[config.mk]
export PLATFORM = sky130hd
export DESIGN_NAME = mux_fifo_seg_gen
export DESIGN_NICKNAME = d
export VERILOG_FILES = /design/src/rtl/mux_fifo_seg_gen.sv
export SDC_FILE = /design/constraint.sdc
export NUM_CORES = 1
export LEC_CHECK = 0
export ABC_AREA = 1
export CAP_MARGIN = 20
export CORE_AREA = 2 2 83 104
export DETAILED_ROUTE_END_ITERATION = 8
export DIE_AREA = 0 0 85 106
export GPL_TIMING_DRIVEN = 1
export PLACE_DENSITY = 0.84
export SLEW_MARGIN = 20
export SYNTH_ARGS = -nofsm -noshare
export SYNTH_HDL_FRONTEND = slang
export SYNTH_SLANG_ARGS = --single-unit
[constraint.sdc]
create_clock -name clk -period 8.6 [get_ports clk]
set_input_delay 0.86 -clock clk [delete_from_list [all_inputs] [get_ports clk]]
set_output_delay 0.86 -clock clk [all_outputs]
set_load 0.02 [all_outputs]
[src/rtl/mux_fifo_seg_gen.sv]
// mux_fifo_seg_gen: turns one transfer command into aligned
// segment beats for the unit-packing mux FIFO source port.
module mux_fifo_seg_gen #(
    parameter int DATA_WIDTH      = 32,
    parameter int DATA_UNIT       = 8,
    parameter int USER_INFO_WIDTH = 8,
    parameter int LEN_WIDTH       = 16,
    localparam int UNITS      = DATA_WIDTH / DATA_UNIT,
    localparam int OFST_WIDTH = $clog2(UNITS),
    localparam int PTR_WIDTH  = OFST_WIDTH + 1
) (
    input  logic                       clk,
    input  logic                       rst_n,
    input  logic                       flush,
    input  logic                       cmd_valid,
    output logic                       cmd_ready,
    input  logic [OFST_WIDTH-1:0]      cmd_src_ofst,
    input  logic [OFST_WIDTH-1:0]      cmd_dst_ofst,
    input  logic [LEN_WIDTH-1:0]       cmd_len,
    input  logic                       cmd_last,
    input  logic [USER_INFO_WIDTH-1:0] cmd_user_info,
    input  logic [DATA_WIDTH-1:0]      rd_data,
    input  logic                       rd_valid,
    output logic                       rd_ready,
    output logic [DATA_WIDTH-1:0]      seg_data,
    output logic                       seg_valid,
    input  logic                       seg_ready,
    output logic                       seg_bgin,
    output logic                       seg_done,
    output logic                       seg_last,
    output logic [PTR_WIDTH-1:0]       seg_unit_num,
    output logic [OFST_WIDTH-1:0]      seg_offset,
    output logic [OFST_WIDTH-1:0]      seg_initial_offset,
    output logic [USER_INFO_WIDTH-1:0] seg_user_info,
    output logic                       busy
);

    typedef enum logic {
        S_IDLE = 1'b0,
        S_RUN  = 1'b1
    } state_t;

    localparam logic [LEN_WIDTH:0] UNITS_X =
        (LEN_WIDTH+1)'(UNITS);

    state_t                     state;
    state_t                     state_n;
    logic [OFST_WIDTH-1:0]      src_ofst_q;
    logic [OFST_WIDTH-1:0]      dst_ofst_q;
    logic                       last_q;
    logic [USER_INFO_WIDTH-1:0] user_q;
    logic [LEN_WIDTH-1:0]       rem;
    logic                       first;

    logic [OFST_WIDTH-1:0]      ofst;
    logic [LEN_WIDTH:0]         avail;
    logic [LEN_WIDTH:0]         rem_x;
    logic [LEN_WIDTH:0]         n;
    logic                       beat_done;
    logic                       cmd_hs;
    logic                       rd_hs;
    logic                       cmd_go;

    assign ofst  = first ? src_ofst_q : '0;
    assign avail = UNITS_X -
        {{(LEN_WIDTH+1-OFST_WIDTH){1'b0}}, ofst};
    assign rem_x = {1'b0, rem};
    assign n     = (avail < rem_x) ? avail : rem_x;

    assign beat_done = (rem_x == n);
    assign cmd_hs    = cmd_valid && cmd_ready;
    assign rd_hs     = rd_valid && rd_ready;
    assign cmd_go    = cmd_hs && (cmd_len != '0);
    assign busy      = (state != S_IDLE) || seg_valid;

    // FSM state register
    always_ff @(posedge clk or negedge rst_n) begin
        if (!rst_n) begin
            state <= S_IDLE;
        end else begin
            state <= state_n;
        end
    end

    // Next state and handshake readies; flush blocks both sides
    always_comb begin
        state_n   = state;
        cmd_ready = 1'b0;
        rd_ready  = 1'b0;
        if (flush) begin
            state_n = S_IDLE;
        end else begin
            unique case (state)
                S_IDLE: begin
                    cmd_ready = 1'b1;
                    if (cmd_valid && (cmd_len != '0)) begin
                        state_n = S_RUN;
                    end
                end
                S_RUN: begin
                    rd_ready = !seg_valid || seg_ready;
                    if (rd_ready && rd_valid && beat_done) begin
                        state_n = S_IDLE;
                    end
                end
                default: state_n = S_IDLE;
            endcase
        end
    end

    // Latched command and remaining-unit tracking
    always_ff @(posedge clk or negedge rst_n) begin
        if (!rst_n) begin
            src_ofst_q <= '0;
            dst_ofst_q <= '0;
            last_q     <= 1'b0;
            user_q     <= '0;
            rem        <= '0;
            first      <= 1'b0;
        end else if (flush) begin
            rem        <= '0;
            first      <= 1'b0;
        end else if (cmd_go) begin
            src_ofst_q <= cmd_src_ofst;
            dst_ofst_q <= cmd_dst_ofst;
            last_q     <= cmd_last;
            user_q     <= cmd_user_info;
            rem        <= cmd_len;
            first      <= 1'b1;
        end else if (rd_hs) begin
            rem        <= rem - n[LEN_WIDTH-1:0];
            first      <= 1'b0;
        end
    end

    // One-entry output buffer; sideband is captured per beat so a
    // newly accepted command cannot disturb a beat still waiting
    always_ff @(posedge clk or negedge rst_n) begin
        if (!rst_n) begin
            seg_valid          <= 1'b0;
            seg_data           <= '0;
            seg_bgin           <= 1'b0;
            seg_done           <= 1'b0;
            seg_last           <= 1'b0;
            seg_unit_num       <= '0;
            seg_offset         <= '0;
            seg_initial_offset <= '0;
            seg_user_info      <= '0;
        end else if (flush) begin
            seg_valid          <= 1'b0;
        end else if (rd_hs) begin
            seg_valid          <= 1'b1;
            seg_data           <= rd_data;
            seg_bgin           <= first;
            seg_done           <= beat_done;
            seg_last           <= last_q && beat_done;
            seg_unit_num       <= n[PTR_WIDTH-1:0];
            seg_offset         <= ofst;
            seg_initial_offset <= dst_ofst_q;
            seg_user_info      <= user_q;
        end else if (seg_valid && seg_ready) begin
            seg_valid          <= 1'b0;
        end
    end

endmodule

# Word-level counts from Yosys, hierarchy flattened
# Index checks and enable logic that the tools add are counted.
[classes]
magnitude_cmp = 1
n_bitwise = 2
shift = 0
mux = 19
n_addsub = 2
reduce_logical = 16
eq_ne = 1
n_mul = 0
div_mod_pow = 0
[ops]
columns = ["cell", "n"]
rows = [
  ["$mux W16", 3],
  ["$eq A16 B17 Y1", 1],
  ["$lt A17 B16 Y1", 1],
  ["$mux W17", 1],
  ["$reduce_bool A16 Y1", 1],
  ["$sub A16 B16 Y16", 1],
  ["$mux W1", 13],
  ["$logic_and A1 B1 Y1", 8],
  ["$reduce_bool A3 Y1", 2],
  ["$reduce_and A2 Y1", 2],
  ["$sub A3 B2 Y4 const A", 1],
  ["$logic_or A1 B1 Y1", 2],
  ["$mux W2", 1],
  ["$not A1 Y1", 2],
  ["$pmux W1 S2", 1],
  ["$logic_not A1 Y1", 1],
]
[totals]
n_memories = 0
register_bits = 82
ram_bits = 0
romBits = 0
latchBits = 0
out_inout_bits = 54
input_bits = 67

# Depth between registers and ports, before layout
[depth]
ltp_word = 9
depth_mapped = 20
mapped_depth_nobuf = 20

# Least setup slack after synthesis
# Ideal clock, no wire load.
[synth_path]
path_type = "register to register"
startpoint = "register first"
endpoint = "register rem[12]"
arrival_time_ns = 2.649
required_ns = 8.476
path_buffers = 0
setup_slack_ns = 5.827
synth_period_minus_slack_ns = 2.773
path_stages_with_launch = 21
setup_ns = 0.124
cell_sequence = "dfrtp_1 nand2_1 ha_1 ha_1 nand2_1 inv_1 nand2_1 nand2_1 nand3_1 nand2_1 and2_1 ha_1 fa_1 inv_1 nand2_1 nand3_1 inv_1 nand2_1 nand2_1 nand3_1 nand3_1"
[synth_between]
elab_chain_cells = 8
[synth_rtl]
columns = ["item", "line", "text"]
rows = [
  ["from (decl)", "53", "logic first;"],
  ["from (signal assigned)", "119", "first <= 1'b0;"],
  ["from (signal assigned)", "122", "first <= 1'b0;"],
  ["from (signal assigned)", "129", "first <= 1'b1;"],
  ["$mux W2 (*)", "64", "assign ofst = first ? src_ofst_q : '0;"],
  ["$sub A3 B2 Y4 (*)", "65", "assign avail = UNITS_X -"],
  ["$lt A17 B16 Y1", "68", "assign n = (avail < rem_x) ? avail : rem_x;"],
  ["$mux W17 (*)", "68", ""],
  ["via n[0]", "58", "logic [LEN_WIDTH:0] n;"],
  ["$sub A16 B16 Y16 (*)", "131", "rem <= rem - n[LEN_WIDTH-1:0];"],
  ["$mux W16 (*)", "130", "end else if (rd_hs) begin"],
  ["$mux W16 (*)", "123", "end else if (cmd_go) begin"],
  ["$mux W16 (*)", "120", "end else if (flush) begin"],
  ["to (signal assigned)", "128", "rem <= cmd_len;"],
  ["to (signal assigned)", "131", ""],
  ["to (decl)", "52", "logic [LEN_WIDTH-1:0] rem;"],
]
# The timed path passes the listed nets; every way through them passes the cells marked *. The select of a mux whose other input is x is not followed.
# A chain may end at the register's enable or synchronous reset.

# Worst setup path in the final report
[layout_path]
startpoint = "register first"
endpoint = "register rem[5]"
[layout_between]
elab_chain_cells = 8
[layout_rtl]
columns = ["item", "line"]
rows = [
  ["$mux W2 (*)", "64"],
  ["$sub A3 B2 Y4 (*)", "65"],
  ["$lt A17 B16 Y1", "68"],
  ["$mux W17 (*)", "68"],
  ["$sub A16 B16 Y16 (*)", "131"],
  ["$mux W16 (*)", "130"],
  ["$mux W16 (*)", "123"],
  ["$mux W16 (*)", "120"],
]
# Every way passes the cells marked *; elsewhere a longest branch is shown, timed or not. The select of a mux whose other input is x is not followed.

==> metrics <==
worst-case clock buffer depth 2; CTS sink count 82; crit path time final 3.39 ns; Distinct cells, synth 25; IO Count 121; ANT cells 0; Starting Density 49.2%; Top FF cell, synth dfrtp_1; Post-CTS Setup Bufs 0; Worst EP arrival 3.66 ns; top layer used by detailed routing met4; worst r2r path cells 18; number of flops mapped to enable cells by yosys 0; CTS tree yes; Crit Path Max Fanout 13; DR WL/cell 13.7 um; CP startpoint kind flop; Final Max Slew Viols 0; WL met3 461 um; Hold-fix buffers, CTS 0; Layout Area Growth over Synthesis 35.0%; total leakage power 2.71 nW; ANT nets after route 0; gr usage total 22.5%; post-synthesis average cell area 7.67 um^2; via count 3815; pre-CTS setup slack 4.97 ns; I/O Buffers 120; RSZ-0062 raised after global routing false; Metal-1 WL 4090 um; Hold Crit Depth 2; register area share after synthesis 51.5%; Worst EP required 8.87 ns; clock-pin slew of the registers on the worst-case setup and hold paths 0.08 ns; Die Span Y 106 um; maximum VDD drop 0.131 mV; synthesis warning total 0; R2R Setup Slk 5.21 ns; TritonCTS Buffers 9; Hold Crit Class reg2reg; leading post-synthesis cells by cell area dfrtp_1 51%, nand2_1 21%, nand3_1 11%; CP max stage cell nor2_1; cell type with the largest total area after synthesis dfrtp_1; DIE AREA 0.00901 mm^2; initial antenna violation count 0; Worst Skew 0.0106 ns; pwr dens 219 mW/mm^2; crit share post-route 39.4%; Overflow after GRT 0; crit-path max cell delay 0.68 ns; nets 703; CP Cell Sequence nand2_1, ha_1, ha_1, nand2_1, inv_1, nand2_1, nand2_1, nand3_1, nand2_1, nand2_1, ha_1, nand2_1, nand2_1, nor2_1, nand3_1, nand2_1, nand3_1, nand3_1; layout cells sized above 1 3.47%; final setup margin 5.21 ns; met2 wire length 5290 um; H-tree Lvls 3; Detail Placement HPWL 7140 um; hold-critical path endpoint last_q; Via-to-Cell Ratio 5.22; Routed WL 10000 um; Post-Synthesis Cells 520; Critical R2R Launch first; CTS root buf clkbuf_8; core area 0.00810 mm^2; Crit. End Element flop; fill cell count 673; most used cell, CP nand2_1; area of the multi-input gates 0.00169 mm^2; max_slew headroom 33.1%; Tightest Pin Transition 1.00 ns; RePlAce Congestion 0.886; hold path startpoint last_q; Max Clk Rate 0.295 GHz; Hold Slack 0.480 ns; Reg area 0.00205 mm^2; setup total negative slack 0 ns; status finished, final reports clean; Pre-antenna DRT Iters 5; final instance area 0.00538 mm^2; DRC violations left 0; syn nets 594; site row count 37; final setup vio count 0; Yosys top cell area share 51.5%; WS Path Type reg2reg; final core utilization 66.4%; flip-flop and latch count after synthesis 82; cell area after synthesis 0.00399 mm^2; reg-to-reg endpoint rem[5]; area post-placement 0.00519 mm^2; width of the die 85 um; first-pass GRT wire length 16400 um; insertion delay to the later sink of the worst-skew pair 0.34 ns; final hold vios 0; asr flop ratio synth 100%; largest net degree at the start of global routing 83; vias in the first global route 3642; DRT iter0 DRCs 240; Max Cap Viol 0; CTS resizes 0
worst max-delay path: cells and delay by family, from the launching register on:
family	cells	cell delay, ns
fa+ha+maj	3	0.93
buf+inv	1	0.06
flops	1	0.37
simple gates	14	1.97
routing by layer:
| metal | vias up | global-route usage (%) |
|---|---|---|
| met3 | 17 | 3.49 |
| met1 | 1806 | 26.9 |
| li1 | 1867 | - |
| met5 | - | 0 |
| met2 | 125 | 40.2 |
| met4 | 0 | 8.84 |
logic make-up (layout without fill, tap and decap cells):
logic type | Yosys count | in the layout | synth area share, %
and+or+nand+nor | 361 | 361 | 37.8
adders and majority gates | 7 | 7 | 2.38
DFF | 82 | 82 | 51.5
AOI/OAI and AO/OA | 11 | 11 | 1.51
buffers and inverters | 57 | 171 | 6.43
xor gates and xnor gates | 2 | 2 | 0.439
through the flow:
stage | total power [mW] | cells
3_5_place_dp | 0.927 | 715
3_3_place_gp | 0.911 | 715
2_1_floorplan | 0.736 | 520
5_1_grt | 1.25 | 731
4_1_cts | 1.19 | 731
6_report | 1.18 | 731
cells in the final DEF, fill, tap and decap left out, drive strengths merged:
master	count
nor2	37
xor2	2
ha	6
buf	2
nor3b	1
clkbuf	9
nand4	7
fa	1
dfrtp	82
and2	1
clkdlybuf4s50	119
o21bai	1
nand3	91
a21oi	2
nand2	221
o21ai	7
o211ai	1
clkinv	3
inv	38
nor3	1
or2	2
layout make-up:
class	instances	share of cell area, %
flip-flops and latches	82	38.1
multi-input cells	381	31.4
repair buffers	121	22.5
inverters	34	2.37
clock buffers	9	2.30
well taps	97	2.25
clock inverters	7	1.12
state kept, by name (all words and copies together), names as in the netlist, 2 cells and up:
| signal | cells |
|---|---|
| seg_initial_offset | 2 |
| user_q | 8 |
| seg_user_info | 8 |
| seg_offset | 2 |
| src_ofst_q | 2 |
| rem | 16 |
| seg_data | 32 |
| dst_ofst_q | 2 |
| seg_unit_num | 3 |
Yosys cell counts (all sizes together), types with 2 or more instances:
library cell	instances
nand4	7
inv	34
nand3	91
or2	2
ha	6
o21ai	7
clkbuf	2
a21oi	2
xor2	2
buf	21
nand2	221
nor2	37
dfrtp	82
worst max path at each step:
stage / from / to / depth (start not counted)
2_1_floorplan: first / rem[12] / 20
5_1_grt: first / rem[7] / 17
3_5_place_dp: flush / rem[2] / 6
6_report: first / rem[5] / 18
4_1_cts: first / rem[5] / 18
3_3_place_gp: cmd_len[2] / first / 7
where the power goes:
part / switching (mW) / internal (mW)
Combinational: 0.238 / 0.184
Sequential: 0.0452 / 0.455
Clock: 0.148 / 0.111
Power figures use the tool's default switching activity.
